==> src/rtl/spi_master_multimode.sv <==
// Full-duplex SPI master: val/rdy transmit word in, received word out, four CPOL/CPHA
// modes, programmable half-period divider and packet length of 1..nbits bits.
module spi_master_multimode #(
   parameter int nbits = 34,
   parameter int ncs   = 4,
   parameter int divw  = 8
) (
   input  logic                     clk,
   input  logic                     reset,
   output logic [ncs-1:0]           cs,
   output logic                     sclk,
   output logic                     mosi,
   input  logic                     miso,
   input  logic                     recv_val,
   output logic                     recv_rdy,
   input  logic [nbits-1:0]         recv_msg,
   output logic                     send_val,
   input  logic                     send_rdy,
   output logic [nbits-1:0]         send_msg,
   input  logic                     packet_size_ifc_val,
   output logic                     packet_size_ifc_rdy,
   input  logic [$clog2(nbits)-1:0] packet_size_ifc_msg,
   input  logic                     cs_addr_ifc_val,
   output logic                     cs_addr_ifc_rdy,
   input  logic [$clog2(ncs)-1:0]   cs_addr_ifc_msg,
   input  logic                     mode_ifc_val,
   output logic                     mode_ifc_rdy,
   input  logic [1:0]               mode_ifc_msg,
   input  logic                     clkdiv_ifc_val,
   output logic                     clkdiv_ifc_rdy,
   input  logic [divw-1:0]          clkdiv_ifc_msg
);

   localparam int NW  = $clog2(nbits + 1);
   localparam int HPW = NW + 1;
   localparam int CSW = $clog2(ncs);

   typedef enum logic [2:0] {IDLE, CS_SETUP, XFER, CS_HOLD, DONE} state_t;

   state_t           state_q, state_d;
   logic [divw-1:0]  cnt_q, cnt_d;
   logic [HPW-1:0]   hp_q, hp_d;
   logic [NW-1:0]    n_q, n_d;
   logic [CSW-1:0]   cs_addr_q, cs_addr_d;
   logic [1:0]       mode_q, mode_d;
   logic [divw-1:0]  div_q, div_d;
   logic [ncs-1:0]   cs_q, cs_d;
   logic             sclk_q, sclk_d;
   logic             mosi_q, mosi_d;
   logic [nbits-1:0] tx_q, tx_d;
   logic [nbits-1:0] rx_q, rx_d;

   logic             in_idle;
   logic             cfg_val_any;
   logic             recv_fire;
   logic             half_done;
   logic [HPW-1:0]   hp_end;
   logic [HPW-1:0]   edge_k;
   logic             edge_go;
   logic             leading;
   logic             sample_edge;
   logic             drive_edge;
   logic [NW-1:0]    msb_idx;
   logic [NW-1:0]    n_norm;
   logic [ncs-1:0]   cs_sel;

   // Half-period k of XFER begins with an sclk edge; even k are leading edges.
   always_comb begin
      in_idle     = (state_q == IDLE);
      cfg_val_any = packet_size_ifc_val || cs_addr_ifc_val || mode_ifc_val || clkdiv_ifc_val;
      recv_fire   = recv_val && in_idle && !cfg_val_any;
      half_done   = (cnt_q == div_q);
      hp_end      = {n_q, 1'b0} - HPW'(1);
      msb_idx     = n_q - NW'(1);
      edge_go     = half_done && ((state_q == CS_SETUP) ||
                                  ((state_q == XFER) && (hp_q != hp_end)));
      edge_k      = (state_q == XFER) ? hp_q + HPW'(1) : '0;
      leading     = ~edge_k[0];
      sample_edge = edge_go && (leading ^ mode_q[0]);
      drive_edge  = edge_go && !(leading ^ mode_q[0]) && (edge_k != hp_end);

      for (int i = 0; i < ncs; i++) begin
         cs_sel[i] = (int'(cs_addr_q) != i);
      end

      if ((packet_size_ifc_msg == '0) || (int'(packet_size_ifc_msg) > nbits)) begin
         n_norm = NW'(nbits);
      end else begin
         n_norm = NW'(packet_size_ifc_msg);
      end
   end

   always_comb begin
      state_d   = state_q;
      cnt_d     = cnt_q;
      hp_d      = hp_q;
      n_d       = n_q;
      cs_addr_d = cs_addr_q;
      mode_d    = mode_q;
      div_d     = div_q;
      cs_d      = cs_q;
      sclk_d    = sclk_q;
      mosi_d    = mosi_q;
      tx_d      = tx_q;
      rx_d      = rx_q;

      case (state_q)
         IDLE: begin
            cnt_d = '0;
            if (packet_size_ifc_val) n_d       = n_norm;
            if (cs_addr_ifc_val)     cs_addr_d = cs_addr_ifc_msg;
            if (mode_ifc_val)        mode_d    = mode_ifc_msg;
            if (clkdiv_ifc_val)      div_d     = clkdiv_ifc_msg;
            sclk_d = mode_d[1];
            if (recv_fire) begin
               state_d = CS_SETUP;
               cs_d    = cs_sel;
               rx_d    = '0;
               // CPHA=0 needs the first bit on the wire before the first leading edge.
               if (!mode_q[0]) begin
                  mosi_d = recv_msg[msb_idx];
                  tx_d   = recv_msg << 1;
               end else begin
                  tx_d   = recv_msg;
               end
            end
         end
         CS_SETUP: begin
            if (half_done) begin
               state_d = XFER;
               cnt_d   = '0;
               hp_d    = '0;
            end else begin
               cnt_d = cnt_q + divw'(1);
            end
         end
         XFER: begin
            if (half_done) begin
               cnt_d = '0;
               if (hp_q == hp_end) begin
                  state_d = CS_HOLD;
               end else begin
                  hp_d = hp_q + HPW'(1);
               end
            end else begin
               cnt_d = cnt_q + divw'(1);
            end
         end
         CS_HOLD: begin
            if (half_done) begin
               state_d = DONE;
               cnt_d   = '0;
               cs_d    = '1;
            end else begin
               cnt_d = cnt_q + divw'(1);
            end
         end
         DONE: begin
            sclk_d = mode_q[1];
            if (send_rdy) begin
               state_d = IDLE;
            end
         end
         default: begin
            state_d = IDLE;
         end
      endcase

      if (edge_go) begin
         sclk_d = leading ? ~mode_q[1] : mode_q[1];
      end
      if (sample_edge) begin
         rx_d = {rx_q[nbits-2:0], miso};
      end
      if (drive_edge) begin
         mosi_d = tx_q[msb_idx];
         tx_d   = tx_q << 1;
      end
   end

   always_ff @(posedge clk or posedge reset) begin
      if (reset) begin
         state_q   <= IDLE;
         cnt_q     <= '0;
         hp_q      <= '0;
         n_q       <= NW'(nbits);
         cs_addr_q <= '0;
         mode_q    <= '0;
         div_q     <= '0;
         cs_q      <= '1;
         sclk_q    <= 1'b0;
         mosi_q    <= 1'b0;
      end else begin
         state_q   <= state_d;
         cnt_q     <= cnt_d;
         hp_q      <= hp_d;
         n_q       <= n_d;
         cs_addr_q <= cs_addr_d;
         mode_q    <= mode_d;
         div_q     <= div_d;
         cs_q      <= cs_d;
         sclk_q    <= sclk_d;
         mosi_q    <= mosi_d;
      end
   end

   // Shift registers carry data only; send_msg is gated by DONE so they need no reset.
   always_ff @(posedge clk) begin
      tx_q <= tx_d;
      rx_q <= rx_d;
   end

   assign cs                  = cs_q;
   assign sclk                = sclk_q;
   assign mosi                = mosi_q;
   assign send_val            = (state_q == DONE);
   assign send_msg            = send_val ? rx_q : '0;
   assign recv_rdy            = in_idle && !cfg_val_any;
   assign packet_size_ifc_rdy = in_idle;
   assign cs_addr_ifc_rdy     = in_idle;
   assign mode_ifc_rdy        = in_idle;
   assign clkdiv_ifc_rdy      = in_idle;

endmodule

==> config.mk <==
export PLATFORM = sky130hd
export DESIGN_NAME = spi_master_multimode
export DESIGN_NICKNAME = d
export VERILOG_FILES = /design/src/rtl/spi_master_multimode.sv
export SDC_FILE = /design/constraint.sdc
export NUM_CORES = 1
export LEC_CHECK = 0
export CORE_ASPECT_RATIO = 1.4
export CORE_UTILIZATION = 54
export DETAILED_ROUTE_END_ITERATION = 12
export PLACE_DENSITY_LB_ADDON = 0.3
export SYNTH_ARGS = -nofsm -noshare
export SYNTH_HDL_FRONTEND = slang
export SYNTH_SLANG_ARGS = --single-unit
==> constraint.sdc <==
create_clock -name clk -period 4.5 [get_ports clk]
set_input_delay 1.125 -clock clk [delete_from_list [all_inputs] [get_ports clk]]
set_output_delay 1.125 -clock clk [all_outputs]
set_load 0.02 [all_outputs]
==> results of run 1 <==
[where the power goes]
part / internal (mW) / total (mW) / switching, mW
Sequential: 1.11 / 1.14 / 0.0336
Combinational: 0.225 / 0.422 / 0.198
Clock: 0.377 / 0.731 / 0.353
Total: 1.71 / 2.29 / 0.585
[layout make-up]
class,instances,area [um^2],share of cell area
clock buffer,11,233,0.0303
clock inverter,5,35.0,0.00457
sequential,110,3090,0.403
tap,144,180,0.0235
inverter,10,37.5,0.00489
multi-input combinational,390,2930,0.382
timing repair buffer,119,1160,0.151
[cells by family after synthesis]
| logic type | share of synthesized area |
|---|---|
| buf+inv | 0.0371 |
| flops | 0.495 |
| simple gates | 0.175 |
| compound gates | 0.0836 |
| xor+xnor | 0.0465 |
| fa+ha+maj | 0.00602 |
| mux | 0.156 |
[metal layers]
layer / track usage / up-vias
met5: 0 / -
met4: 0.116 / 0
met2: 0.436 / 137
li1: - / 2212
met1: 0.277 / 2282
met3: 0.0352 / 28
[final timing paths]
check                                          start                       end  cells after the start
worst max-delay path                 cs_addr_ifc_val                  recv_rdy                      4
worst min-delay path            tx_q[0]$_SDFFE_PP0P_      tx_q[0]$_SDFFE_PP0P_                      2
worst max register to register    n_q[0]$_DFFE_PP0P_          mosi$_DFFE_PP0P_                     10
worst min register to register  tx_q[0]$_SDFFE_PP0P_      tx_q[0]$_SDFFE_PP0P_                      2
max in group asynchronous                      reset       hp_q[6]$_DFFE_PP0P_                      3
min in group asynchronous                      reset  cs_addr_q[1]$_DFFE_PP0P_                      2
[layout by cell type (no fill, tap or decap), types with 9 or more instances in the layout]
cell	count
sky130_fd_sc_hd__inv_1	10
sky130_fd_sc_hd__nor2_1	25
sky130_fd_sc_hd__buf_4	13
sky130_fd_sc_hd__clkdlybuf4s50_1	106
sky130_fd_sc_hd__edfxtp_1	67
sky130_fd_sc_hd__clkbuf_16	9
sky130_fd_sc_hd__mux4_2	17
sky130_fd_sc_hd__nand2_1	63
sky130_fd_sc_hd__o21ai_0	58
sky130_fd_sc_hd__xnor2_1	18
sky130_fd_sc_hd__dfrtp_1	35
sky130_fd_sc_hd__mux2i_1	35
sky130_fd_sc_hd__and3_1	76
sky130_fd_sc_hd__mux2_2	12
[through the flow]
step | cell area (um^2) | std cells
global placement | 7400 | 773
detailed placement | 7400 | 773
floorplan | 6240 | 550
global route | 7670 | 789
finish | 7670 | 789
CTS | 7670 | 789
[flip-flops by register name, summed over array words and instances, names as in the netlist]
register   flops
hp_q           7
tx_q          34
rx_q          34
cnt_q          8
sclk           1
mosi           1
mode_q         2
div_q          8
cs_addr_q      2
state_q        3
n_q            6
cs             4
[tightest hold or removal path, delay by kind of cell, from the launching register on]
family          cells  cell delay, ps
simple gates        1              60
compound gates      1              50
flops               1             330
==> reports/qor.tcl, run 1 <==
set qor(layout_min_cycle_time_ps) 3820
set qor(synth-async-reset-ratio) 0.382
set qor(antennaDiodeCount) 0
set qor(grt_setup_unrepaired) {no}
set qor(crit_top_cell) {sky130_fd_sc_hd__clkdlybuf4s50_1}
set qor(syn_area_per_cell_um2) 11.3
set qor(worst_setup_path_end_kind) {output pin}
set qor(cell_chain_critical_path) {clkdlybuf4s50_1, nor4_1, and2_1, clkdlybuf4s50_1}
set qor(netlist.area_leader.share) 0.322
set qor(clock_insertion_delay_worst_skew_ps) 350
set qor(critical_path.top_delay_family) {buffers and inverters}
set qor(clock-skew-final_ps) 6.98
set qor(fraction_of_final_layout_cells_with_drive_strength_greater_than_1) 0.116
set qor(clk_pin_slew_ps) 70
set qor(postSynthNetCount) 614
set qor(portion_of_the_clock_cycle_consumed_by_the_worst_path_in_the_final_layout) 0.848
set qor(total_leakage_power_nw) 3.18
set qor(tritoncts_num_sinks) 110
set qor(vdd.ir_drop.worst_uv) 187
set qor(postSynthCellCount) 550
set qor(timing.setup.tns_ps) 0
set qor(initial_utilization) 0.553
set qor(critPathKind) {in -> out}
set qor(die_width_um) 92.9
set qor(die-height_um) 129
set qor(tightestPinTransition_ps) 820
set qor(fp.dieArea_um2) 12000
set qor(pwr_cell_area_nw_per_um2) 299
set qor(final_nets) 704
set qor(route.detailed.drc) 0
set qor(antenna_found_initial) 0
set qor(hold_viol_final) 0
set qor(finalSetupViolCount) 0
set qor(wl_met3_um) 439
set qor(yosys_warnings) 0
set qor(critical_path.slowest_cell) {sky130_fd_sc_hd__clkdlybuf4s50_1}
set qor(drt_wl_total_um) 13600
set qor(synth.ff_latch_count) 110
set qor(utilization) 0.680
set qor(met1_length_um) 5390
set qor(fin_hold_ws_ps) 477
set qor(synth_area_leaders) {sky130_fd_sc_hd__edfxtp_1, sky130_fd_sc_hd__dfrtp_1, sky130_fd_sc_hd__and3_1}
set qor(ctsLongestPathBuffers) 2
set qor(critical_path_data_required_time_ps) 3380
set qor(yosys-top-cells-count) {sky130_fd_sc_hd__and3_1, sky130_fd_sc_hd__edfxtp_1, sky130_fd_sc_hd__nand2_1}
set qor(cts.repair_timing.setup_buffer_count) 0
set qor(area_growth_from_synthesis_to_layout_pct) 22.9
set qor(gpl.final_weighted_congestion) 0.895
set qor(fin_ws_ps) 684
set qor(fin_max_slew_vios) 0
set qor(core_area_um2) 11300
set qor(dpl_worst_slack_ps) 683
set qor(placement_rows) 46
set qor(tritoncts_clock_tree) {yes}
set qor(route.met2.wl_um) 7360
set qor(highest-signal-layer) {met4}
set qor(ctsRootBufferMaster) {sky130_fd_sc_hd__clkbuf_16}
set qor(detailedPlacementHpwl_um) 9720
set qor(grt_start_max_net_pins) 47
set qor(post_synth_instance_area_um2) 6240
set qor(grtUsageTotal) 0.240
set qor(detailedRoute.firstPassIterationCount) 4
set qor(drt_first_iter_violations) 206
set qor(max_cap_violations) 0
set qor(number_of_global_route_vias_before_repair) 4711
set qor(worstPathBufferInverterCount) 2
set qor(run_status) {finished clean}
set qor(io-pin-count) 107
set qor(final.fill_count) 870
set qor(hp-class) {reg -> reg}
set qor(ys_seq_area_frac) 0.495
set qor(synth_edf_count) 67
set qor(setup.worst_path.start_class) {input port}
set qor(i_o_buffers) 106
set qor(worst-r2r-setup-slack_ps) 1150
set qor(vias_per_cell) 5.90
set qor(yosysUniqueCellTypes) 56
set qor(post-synth-top-area-cell) {sky130_fd_sc_hd__edfxtp_1}
set qor(total_power_mw) 2.29
set qor(synth_most_common_cell) {sky130_fd_sc_hd__and3_1}
set qor(max_clock_freq_mhz) 262
set qor(post_cts_hold_buffers) 0
set qor(cts_made_buffers) 9
set qor(cts-htree-levels) 3
set qor(final_antenna_net_count) 0
set qor(vias) 4659
set qor(crit_fanout) 2
set qor(post_cts.resized_instances) 0
set qor(synth_top_flop_cell) {sky130_fd_sc_hd__edfxtp_1}
set qor(critPathArrivalTime_ps) 2690
set qor(cpPeakStageDelay_ps) 600
set qor(grt_first_pass_wirelength_um) 22400
set qor(wire_per_inst_um) 17.3
set qor(grt_overflow_total) 0
set qor(maxSlewHeadroom) 0.453
Power figures use the tool's default switching activity.
==> run 2, diff against run 1 <==
==> constraint.sdc (replaced) <==
create_clock -name clk -period 3.9 [get_ports clk]
set_input_delay 0.975 -clock clk [delete_from_list [all_inputs] [get_ports clk]]
set_output_delay 0.975 -clock clk [all_outputs]
set_load 0.02 [all_outputs]
==> reports/qor.tcl, run 2 (same netlist as run 1, synthesis figures left out) <==
set qor(fraction_of_final_layout_cells_with_drive_strength_greater_than_1) 0.121 ;# was 0.116
set qor(max_cap_violations) 0 ;# unchanged
set qor(total_leakage_power_nw) 3.20 ;# was 3.18 nW
set qor(fp.dieArea_um2) 12000 ;# unchanged
set qor(grt_start_max_net_pins) 44 ;# was 47
set qor(run_status) {finished clean} ;# unchanged
set qor(antennaDiodeCount) 0 ;# unchanged
set qor(drt_first_iter_violations) 204 ;# was 206
set qor(clk_pin_slew_ps) 70 ;# about the same
set qor(core_area_um2) 11300 ;# unchanged
set qor(grt_overflow_total) 0 ;# unchanged
set qor(area_growth_from_synthesis_to_layout_pct) 23.5 ;# was 22.9%
set qor(fin_ws_ps) 392 ;# was 684 ps
set qor(placement_rows) 46 ;# unchanged
set qor(hp-class) {reg -> reg} ;# unchanged
set qor(tritoncts_clock_tree) {yes} ;# unchanged
set qor(vias) 4698 ;# was 4659
set qor(maxSlewHeadroom) 0.224 ;# was 0.453
set qor(seq_power_share) 0.486 ;# was 0.498
set qor(p_clk_frac) 0.331 ;# was 0.318
set qor(hold_viol_final) 0 ;# unchanged
set qor(cts.repair_timing.setup_buffer_count) 0 ;# unchanged
set qor(critPathKind) {in -> out} ;# unchanged
set qor(fin_hold_ws_ps) 481 ;# was 477 ps
set qor(clock-skew-final_ps) 6.65 ;# was 6.98 ps
set qor(drt_wl_total_um) 13700 ;# was 13600 um
set qor(critPathArrivalTime_ps) 2530 ;# was 2690 ps
set qor(finalSetupViolCount) 0 ;# unchanged
set qor(max_clock_freq_mhz) 285
set qor(tritoncts_num_sinks) 110 ;# unchanged
set qor(detailedRoute.firstPassIterationCount) 5 ;# was 4
set qor(route.detailed.drc) 0 ;# unchanged
set qor(gpl.final_weighted_congestion) 0.878 ;# was 0.895
set qor(i_o_buffers) 106 ;# unchanged
set qor(worst_setup_path_end_kind) {output pin} ;# unchanged
set qor(setup.worst_path.start_class) {input port} ;# unchanged
set qor(fin_max_slew_vios) 0 ;# unchanged
set qor(sw_frac_of_total) 0.248 ;# was 0.255
set qor(wl_met3_um) 549 ;# was 439 um
set qor(portion_of_the_clock_cycle_consumed_by_the_worst_path_in_the_final_layout) 0.900
set qor(tightestPinTransition_ps) 1160 ;# was 820 ps
set qor(power.net_switching_mw) 0.668 ;# was 0.585 mW
set qor(vias_per_cell) 5.94 ;# was 5.90
set qor(ctsLongestPathBuffers) 2 ;# unchanged
set qor(detailedPlacementHpwl_um) 9760 ;# was 9720 um
set qor(crit_fanout) 4 ;# was 2
set qor(layout_top_registers) {rx_q x34, tx_q x34} ;# unchanged
set qor(initial_utilization) 0.553 ;# unchanged
set qor(finalNonFillerCells) 791 ;# was 789
set qor(io-pin-count) 107 ;# unchanged
set qor(critical_path_data_required_time_ps) 2920 ;# was 3380 ps
set qor(final_nets) 706 ;# was 704
set qor(die-height_um) 129 ;# unchanged
set qor(number_of_global_route_vias_before_repair) 4690 ;# was 4711
set qor(placedCellCount) 775 ;# was 773
set qor(antenna_found_initial) 0 ;# unchanged
set qor(layout_min_cycle_time_ps) 3510
set qor(grt_first_pass_wirelength_um) 22600 ;# was 22400 um
set qor(clock_insertion_delay_worst_skew_ps) 340 ;# was 350 ps
set qor(post_cts.resized_instances) 0 ;# unchanged
set qor(dpl_worst_slack_ps) 396 ;# was 683 ps
set qor(most_frequent_cells_in_the_layout) {sky130_fd_sc_hd__clkdlybuf4s50_1, sky130_fd_sc_hd__and3_1, sky130_fd_sc_hd__edfxtp_1} ;# unchanged
set qor(grtUsageTotal) 0.242 ;# was 0.240
set qor(highest-signal-layer) {met4} ;# unchanged
set qor(final_area_um2) 7710 ;# was 7670 um^2
set qor(p_int_mw) 2.03 ;# was 1.71 mW
set qor(wire_per_inst_um) 17.3 ;# about the same
set qor(total_power_mw) 2.70 ;# was 2.29 mW
set qor(pwr_cell_area_nw_per_um2) 350 ;# was 299 nW/um^2
set qor(die_width_um) 92.9 ;# unchanged
set qor(layout_commonest_cell) {sky130_fd_sc_hd__clkdlybuf4s50_1} ;# unchanged
set qor(cts_made_buffers) 9 ;# unchanged
set qor(utilization) 0.683 ;# was 0.680
set qor(dpl_cell_area_um2) 7420 ;# was 7400 um^2
set qor(post_cts_hold_buffers) 0 ;# unchanged
set qor(grt_setup_unrepaired) {no} ;# unchanged
set qor(vdd.ir_drop.worst_uv) 216 ;# was 187 uV
set qor(timing.setup.tns_ps) 0 ;# unchanged
set qor(route.met2.wl_um) 7500 ;# was 7360 um
set qor(met1_length_um) 5290 ;# was 5390 um
set qor(ctsRootBufferMaster) {sky130_fd_sc_hd__clkbuf_16} ;# unchanged
set qor(cts-htree-levels) 3 ;# unchanged
set qor(logic_pwr_share) 0.183 ;# was 0.184
set qor(final_antenna_net_count) 0 ;# unchanged
## run 2: power groups by stage
stage | Sequential, mW | Clock [mW] | Combinational, mW
3_5_place_dp | 1.34 | 0 | 0.494
2_1_floorplan | 1.35 | 0 | 0.304
6_report | 1.31 | 0.895 | 0.493
4_1_cts | 1.31 | 0.910 | 0.496
3_3_place_gp | 1.33 | 0 | 0.484
5_1_grt | 1.32 | 0.953 | 0.532
## run 2: layout make-up
cell class              count  area [um^2]
flip-flops and latches    110         3090
well taps                 144          180
fillers                   847         3570
multi-input cells         390         2930
clock buffers               9          225
repair buffers            121         1170
clock inverters             7         65.1
inverters                  10         37.5
## run 2: path summary, 6_finish.rpt
path / from / endpoint / slack [ps] / cells past startpoint
worst max-delay path: mode_ifc_val / recv_rdy / 390 / 4
worst min-delay path: tx_q[0]$_SDFFE_PP0P_ / tx_q[0]$_SDFFE_PP0P_ / 480 / 2
worst max register to register: n_q[0]$_DFFE_PP0P_ / mosi$_DFFE_PP0P_ / 760 / 10
worst min register to register: tx_q[0]$_SDFFE_PP0P_ / tx_q[0]$_SDFFE_PP0P_ / 480 / 2
max in group asynchronous: reset / n_q[1]$_DFFE_PP1P_ / 1820 / 3
min in group asynchronous: reset / div_q[0]$_DFFE_PP0P_ / 1230 / 2
## run 2: critical path, stage by stage
cell,delay [ps]
sky130_fd_sc_hd__clkdlybuf4s50_1,460
sky130_fd_sc_hd__nor4_1,300
sky130_fd_sc_hd__and2_1,200
sky130_fd_sc_hd__clkdlybuf4s50_1,600
## run 2: routing by layer
layer | vias to the layer above | track usage
li1 | 2210 | -
met1 | 2322 | 0.286
met2 | 143 | 0.440
met3 | 23 | 0.0387
met4 | 0 | 0.0959
met5 | - | 0
==> run 3, diff against run 2 <==
--- a/config.mk
+++ b/config.mk
@@ -6,7 +6,7 @@
 export NUM_CORES = 1
 export LEC_CHECK = 0
 export CORE_ASPECT_RATIO = 1.4
-export CORE_UTILIZATION = 54
+export CORE_UTILIZATION = 49
 export DETAILED_ROUTE_END_ITERATION = 12
 export PLACE_DENSITY_LB_ADDON = 0.3
 export SYNTH_ARGS = -nofsm -noshare
==> constraint.sdc (replaced) <==
create_clock -name clk -period 3.2 [get_ports clk]
set_input_delay 0.8 -clock clk [delete_from_list [all_inputs] [get_ports clk]]
set_output_delay 0.8 -clock clk [all_outputs]
set_load 0.02 [all_outputs]
==> reports/qor.tcl, run 3 (same netlist as run 1, synthesis figures left out) <==
set qor(crit_fanout) 34 ;# was 4
set qor(ctsRootBufferMaster) {sky130_fd_sc_hd__clkbuf_16} ;# unchanged
set qor(vdd.ir_drop.worst_uv) 246 ;# was 216 uV
set qor(run_status) {finished clean} ;# unchanged
set qor(drt_first_iter_violations) 216 ;# was 204
set qor(route.detailed.drc) 0 ;# unchanged
set qor(layout_commonest_cell) {sky130_fd_sc_hd__clkdlybuf4s50_1} ;# unchanged
set qor(fin_max_slew_vios) 0 ;# unchanged
set qor(reg2reg_depth) 8 ;# was 10
set qor(setup.worst_path.start_class) {flop} ;# was input port
set qor(initial_utilization) 0.504 ;# was 0.553
set qor(worst-path-stages) 4 ;# unchanged
set qor(portion_of_the_clock_cycle_consumed_by_the_worst_path_in_the_final_layout) 0.938
set qor(i_o_buffers) 106 ;# unchanged
set qor(worst_setup_path_end_kind) {output pin} ;# unchanged
set qor(wire_per_inst_um) 17.0 ;# was 17.3 um
set qor(final.fill_count) 996 ;# was 847
set qor(max_cap_violations) 0 ;# unchanged
set qor(critical_path.top_delay_family) {buffers and inverters} ;# unchanged
set qor(final_antenna_net_count) 0 ;# unchanged
set qor(cell_chain_critical_path) {nor2_1, buf_4, and3_1, clkdlybuf4s50_1} ;# was clkdlybuf4s50_1, nor4_1, and2_1, clkdlybuf4s50_1
set qor(grtUsageTotal) 0.216 ;# was 0.242
set qor(layout_min_cycle_time_ps) 3000
set qor(timing.rr.start) {n_q[1]$_DFFE_PP1P_} ;# was n_q[0]$_DFFE_PP0P_
set qor(post_cts_hold_buffers) 0 ;# unchanged
set qor(cts-htree-levels) 3 ;# unchanged
set qor(fin_hold_ws_ps) 486 ;# was 481 ps
set qor(fp.dieArea_um2) 13200 ;# was 12000 um^2
set qor(ctsLongestPathBuffers) 2 ;# unchanged
set qor(maxSlewHeadroom) 0.622 ;# was 0.224
set qor(vias_per_cell) 5.78 ;# was 5.94
set qor(placement_rows) 48 ;# was 46
set qor(worst_setup_path_endpoint) {send_msg[21]} ;# was recv_rdy
set qor(critical_path.startpoint) {state_q[0]$_DFFE_PP0P_} ;# was mode_ifc_val
set qor(detailedRoute.firstPassIterationCount) 6 ;# was 5
set qor(layout_top_registers) {rx_q x34, tx_q x34} ;# unchanged
set qor(placedCellCount) 792 ;# was 775
set qor(die-height_um) 136 ;# was 129 um
set qor(utilization) 0.635 ;# was 0.683
set qor(critPathKind) {reg -> out} ;# was in -> out
set qor(tightestPinTransition_ps) 567 ;# was 1160 ps
set qor(grt_setup_unrepaired) {no} ;# unchanged
set qor(vias) 4673 ;# was 4698
set qor(final_nets) 717 ;# was 706
set qor(finalNonFillerCells) 808 ;# was 791
set qor(hold_viol_final) 0 ;# unchanged
set qor(pwr_cell_area_nw_per_um2) 428 ;# was 350 nW/um^2
set qor(timing.setup.tns_ps) 0 ;# unchanged
set qor(area_growth_from_synthesis_to_layout_pct) 25.9 ;# was 23.5%
set qor(finalSetupViolCount) 0 ;# unchanged
set qor(tritoncts_num_sinks) 110 ;# unchanged
set qor(grt_overflow_total) 0 ;# unchanged
set qor(critical_path.slowest_cell) {sky130_fd_sc_hd__clkdlybuf4s50_1} ;# unchanged
set qor(die_width_um) 97.4 ;# was 92.9 um
set qor(io-pin-count) 107 ;# unchanged
set qor(hp-class) {reg -> reg} ;# unchanged
set qor(clk_pin_slew_ps) 70 ;# about the same
set qor(cts_made_buffers) 9 ;# unchanged
set qor(grt_first_pass_wirelength_um) 23100 ;# was 22600 um
set qor(gpl.final_weighted_congestion) 0.893 ;# was 0.878
set qor(total_power_mw) 3.36 ;# was 2.70 mW
set qor(total_leakage_power_nw) 3.28 ;# was 3.20 nW
set qor(clock-skew-final_ps) 11.5 ;# was 6.65 ps
set qor(worstPathBufferInverterCount) 2 ;# unchanged
set qor(fraction_of_final_layout_cells_with_drive_strength_greater_than_1) 0.141 ;# was 0.121
set qor(critical_path_data_required_time_ps) 2400 ;# was 2920 ps
set qor(cpPeakStageDelay_ps) 600 ;# about the same
set qor(drt_wl_total_um) 13800 ;# was 13700 um
set qor(number_of_global_route_vias_before_repair) 4743 ;# was 4690
set qor(detailedPlacementHpwl_um) 9920 ;# was 9760 um
set qor(clock_insertion_delay_worst_skew_ps) 340 ;# about the same
set qor(critPathArrivalTime_ps) 2200 ;# was 2530 ps
set qor(worst_r2r_endpoint) {mosi$_DFFE_PP0P_} ;# unchanged
set qor(most_frequent_cells_in_the_layout) {sky130_fd_sc_hd__clkdlybuf4s50_1, sky130_fd_sc_hd__and3_1, sky130_fd_sc_hd__edfxtp_1} ;# unchanged
set qor(antennaDiodeCount) 0 ;# unchanged
set qor(worst-r2r-setup-slack_ps) 240 ;# was 760 ps
set qor(tritoncts_clock_tree) {yes} ;# unchanged
set qor(antenna_found_initial) 0 ;# unchanged
set qor(grt_start_max_net_pins) 47 ;# was 44
set qor(core_area_um2) 12400 ;# was 11300 um^2
set qor(max_clock_freq_mhz) 333
==> run 3: changes by cell type in the layout (fill, tap and decap cells not counted), sizes merged <==
cell and delta:
dlymetal6s2s +1, inv +2, clkdlybuf4s50 -1, clkinv -2, buf +11
==> run 3: stage by stage <==
step	worst slack (ps)	area, um^2
after global placement	92.9	7540
after global routing	24.4	7860
after detailed placement	43.9	7540
after CTS	43.4	7840
after floorplan	0.557	6240
final	198	7860
==> run 3: repair_timing <==
action | in CTS | in global routing
hold endpoints to repair | 0 | 0
buffers inserted | 0 | 0
resized for setup | 0 | 3
setup endpoints to repair | 0 | 35
==> run 3: power breakdown <==
group	leakage, nW	internal, mW	switching, mW	total, mW
Sequential	1.19	1.56	0.0375	1.60
Combinational	1.94	0.336	0.298	0.634
Clock	0.143	0.616	0.520	1.14
==> run 3: worst min path at each step <==
stage,from,to,slack [ps],depth (start not counted)
4_1_cts,tx_q[0]$_SDFFE_PP0P_,tx_q[0]$_SDFFE_PP0P_,490,2
5_1_grt,cs_addr_q[0]$_DFFE_PP0P_,cs[1]$_DFFE_PP1P_,520,1
3_3_place_gp,tx_q[0]$_SDFFE_PP0P_,tx_q[0]$_SDFFE_PP0P_,460,2
3_5_place_dp,cs_addr_q[0]$_DFFE_PP0P_,cs[1]$_DFFE_PP1P_,480,1
2_1_floorplan,tx_q[0]$_SDFFE_PP0P_,tx_q[0]$_SDFFE_PP0P_,440,2
6_report,cs_addr_q[0]$_DFFE_PP0P_,cs[3]$_DFFE_PP1P_,490,1
==> run 3: cell type report <==
class	instances	area, um^2	area share
clock buffer	9	225	0.0287
clock inverter	7	80.1	0.0102
inverter	10	37.5	0.00478
multi-input combinational	390	2950	0.375
sequential	110	3090	0.394
tap	150	188	0.0239
timing repair buffer	132	1280	0.163
==> run 3: routing by layer <==
| layer | GRT usage | part of all wire |
|---|---|---|
| met5 | 0 | 0 |
| met4 | 0.0882 | 0.021 |
| met3 | 0.0335 | 0.030 |
| met2 | 0.380 | 0.53 |
| met1 | 0.267 | 0.42 |
==> run 3: worst reg2reg max path, cell delays in order, from the launching register on <==
cell and delay [ps]:
sky130_fd_sc_hd__dfstp_2 570, sky130_fd_sc_hd__inv_1 60, sky130_fd_sc_hd__ha_1 470, sky130_fd_sc_hd__buf_4 300, sky130_fd_sc_hd__mux4_2 380, sky130_fd_sc_hd__mux4_1 540, sky130_fd_sc_hd__mux2i_1 160, sky130_fd_sc_hd__o21ai_0 100
sky130_fd_sc_hd__a32o_1 270
==> RTL change 1: new RTL, config.mk and constraints of run 1 <==
Make the reset (`reset`) synchronous in one clocked block.
--- a/src/rtl/spi_master_multimode.sv
+++ b/src/rtl/spi_master_multimode.sv
@@ -180,3 +180,3 @@
 
-   always_ff @(posedge clk or posedge reset) begin
+   always_ff @(posedge clk) begin
       if (reset) begin
Function: differs if reset is asserted again (counterexample within 4 cycles, from zero or initial values and one cycle with reset high); with reset held inactive, the same outputs for 10 cycles.
==> RTL change 1 against run 1 <==
  * Cell count rose by 8.6%
  * Setup slack got worse by 0.046 ns
  * Routed wire length rose by 5.8%
  * Area after synthesis rose by 2.9%
  * Total power fell by 2.8%
  * Final area rose by 2.5%
  * Sequential cell count did not move
  * Clock power rose by 11%
  * Largest power group unchanged
==> RTL change 1: results (changes against run 1) <==
Pin count of the biggest net entering global routing = 46 (-2.1%)
Ys async rst share = 0% (-38 points)
P_clk = 811 uW (+11%)
Status = finished, final reports clean
DP Worst Slack = 0.640 ns (-0.0431 ns)
Final nets = 772 (+9.7%)
Clk_skew = 0.0102 ns (+0.00323 ns)
Dpl hpwl = 10.3 mm (+5.9%)
Worst R2R Setup Slack = 1.05 ns (-0.10 ns)
Sw Pwr = 551 uW (-5.7%)
Vias post-DR = 4977 (+6.8%)
Crit Path Max Fanout = 6 (+4)
Beginning of the worst hold path = div_q[1]
Worst r2r src = n_q[0]
Tot GR Track Use = 25.0% (+0.98 points)
R2r worst-path depth = 9 (-1)
Iteration-0 DRC Markers = 216 (+4.9%)
Synth top area cells = edfxtp_1 31%, dfxtp_1 13%, mux2i_1 6.4%, mux4_2 5.6%, and2_1 4.1%
Routed WL per cell = 16.8 um (-2.6%)
Routability cong. = 0.855 (-4.4%)
Top cells by count, synth = 67 x edfxtp_1, 46 x nand2_1, 43 x dfxtp_1
Relative slew slack = 31.3% (-14 points)
Reg2reg end = tx_q[33]
Static leakage power = 0.00301 uW (-5.4%)
Synth cell types = 62 (+11%)
Worst Setup SP = mode_ifc_val
Worst Hold End = div_q[1]
Share of layout cells above drive strength 1 = 11.4% (-0.27 points)
Syn nets = 686 (+12%)
Critical path arrival = 2.74 ns (+0.05 ns)
Combinational gate power = 311 uW (-26%)
Peak supply drop = 0.240 mV (+29%)
Register area share after synthesis = 44.8% (-4.8 points)
Fmax = 0.259 GHz (-1.2%)
First-pass GRT wire length = 23.9 mm (+6.7%)
Fillcell total = 917 (+5.4%)
[RTL change 1: cell count changes in the layout (fill, tap and decap cells not counted), sizes merged, moves of 10 or more]
cell / run 1 / this run
o22ai: 0 / 34
o21ai: 58 / 12
nand2: 63 / 46
nor2: 26 / 36
inv: 11 / 42
dfxtp: 1 / 43
a21oi: 7 / 32
dfrtp: 36 / 0
xor2: 4 / 19
and2: 3 / 42
and3: 76 / 38
mux2: 12 / 1
[RTL change 1: stage by stage]
stage	hold slack, ns	cell area, um2	std cells	utilization [%]
floorplan	0.448	6420	622	-
global placement	0.463	7550	841	65.9
detailed placement	0.469	7550	841	65.9
CTS	0.480	7860	857	68.6
global route	0.495	7860	857	68.6
finish	0.478	7860	857	68.6
[RTL change 1: metal layers]
layer | vias to the layer above | GRT usage, % | part of all wire [%]
met3 | 32 | 3.41 | 2.6
met5 | - | 0 | 0
li1 | 2434 | - | -
met4 | 0 | 12.0 | 2.8
met2 | 114 | 44.7 | 53
met1 | 2397 | 29.3 | 42
[RTL change 1: cell type report]
| class | instances | share of cell area (%) |
|---|---|---|
| multi-input combinational | 427 | 40.6 |
| tap | 144 | 2.29 |
| sequential | 110 | 36.6 |
| clock buffer | 9 | 2.87 |
| timing repair buffer | 119 | 14.7 |
| clock inverter | 7 | 1.02 |
| inverter | 41 | 1.96 |
[RTL change 1: cell families after synthesis]
group,synth area share [%]
compound gates,13.8
buf+inv,5.85
flops,44.8
simple gates,18.3
mux,12.2
xor+xnor,4.50
fa+ha+maj,0.585
[RTL change 1: worst max-delay path, delay by kind of cell]
kind,cells,cell delay [ns]
buffers and inverters,2,1.11
and+or+nand+nor,2,0.50
==> RTL change 2: new RTL, config.mk and constraints of run 1 <==
Without the edit above. Set the parameter `ncs` to 8 (it was 4).
--- a/src/rtl/spi_master_multimode.sv
+++ b/src/rtl/spi_master_multimode.sv
@@ -4,3 +4,3 @@
    parameter int nbits = 34,
-   parameter int ncs   = 4,
+   parameter int ncs   = 8,
    parameter int divw  = 8
Interface: changed (resized cs and cs_addr_ifc_msg); port bits go from 107 to 112. The function was not compared with the original's and may differ.
==> RTL change 2 against run 1 <==
  * Final area up 11%
  * Area after synthesis rose by 7.7%
  * Sequential cell count rose by 5
  * Setup slack better by 0.049 ns
  * Register-to-register slack got worse by 0.14 ns
  * Routed wire length rose by 10%
  * Critical endpoint unchanged
Power is not compared: it rests on default switching activity, and its combinational part moved more than twofold at a synthesized area within 25%.
==> RTL change 2: results (changes against run 1) <==
Share of layout cells above drive strength 1 = 15.0% (+3.4 points)
Met2 routed WL = 7.68 mm (+4.5%)
Fillcell total = 864 (-0.69%)
Dpl cells = 814 (+5.3%)
Pin count of the biggest net entering global routing = 48 (+2.1%)
Routability cong. = 0.818 (-8.6%)
M3 GR Usage = 6.52% (+3.0 points)
TritonCTS buffer count = 17 (+8)
Synth top area cells = edfxtp_1 30%, dfrtp_1 14%, and2_1 6.8%, mux2i_1 6.1%, mux4_2 5.0%
DP Worst Slack = 0.717 ns (+0.0340 ns)
Met2 Use GR = 42.5% (-1.0 points)
Synth cell types = 68 (+21%)
Compound-gate portion of the synthesized area = 11.0% (+2.6 points)
Register area share after synthesis = 47.9% (-1.6 points)
First-pass GRT wire length = 24.4 mm (+8.8%)
Iteration-0 DRC Markers = 221 (+7.3%)
Drt total wl = 15.0 mm (+10%)
CTS H-tree depth = 4 (+1)
Clk Latency, worst-skew pair = 0.42 ns (+0.07 ns)
Port buffer count = 111 (+4.7%)
Critical path arrival = 2.64 ns (-0.05 ns)
Mux cell area share after synthesis = 14.0% (-1.6 points)
Placed cell area = 7890 um2 (+6.7%)
Vias post-DR = 5023 (+7.8%)
Wire length on met1 = 6.16 mm (+14%)
Relative slew slack = 34.6% (-11 points)
XOR/XNOR Fraction of Synth Area = 4.64% (-0.014 points)
Syn nets = 652 (+6.2%)
Tot GR Track Use = 25.0% (+0.97 points)
Routed WL per cell = 17.7 um (+2.6%)
Dpl hpwl = 10.4 mm (+7.3%)
Post-synthesis adder-cell area fraction = 0.559% (-0.043 points)
Top cells by count, synth = 73 x and2_1, 67 x edfxtp_1, 41 x mux2i_1
Ys async rst share = 40.9% (+2.7 points)
Status = finished, final reports clean
Drt first pass iters = 5 (+1)
Clk_skew = 0.00845 ns (+0.00148 ns)
[RTL change 2: final cells by class]
cell class	instances	share of cell area (%)
timing repair buffer	124	14.2
sequential	115	37.9
inverter	7	0.309
tap	147	2.16
clock buffer	19	5.09
multi-input combinational	421	38.2
clock inverter	13	2.16
[RTL change 2: tightest hold or removal path: stages (launching register included)]
cell and delay [ns]:
dfxtp_1 0.33, nand2_1 0.08, a21oi_2 0.04
[RTL change 2: path summary, 6_finish.rpt]
| kind | slack (ns) | cells after the start | end |
|---|---|---|---|
| worst max-delay path | 0.73 | 4 | recv_rdy |
| worst min register to register | 0.49 | 2 | tx_q[0] |
| max in group asynchronous | 2.56 | 2 | mode_q[0] |
| worst max register to register | 1.01 | 11 | tx_q[11] |
| min in group asynchronous | 1.26 | 2 | n_q[0] |
| worst min-delay path | 0.49 | 2 | tx_q[0] |
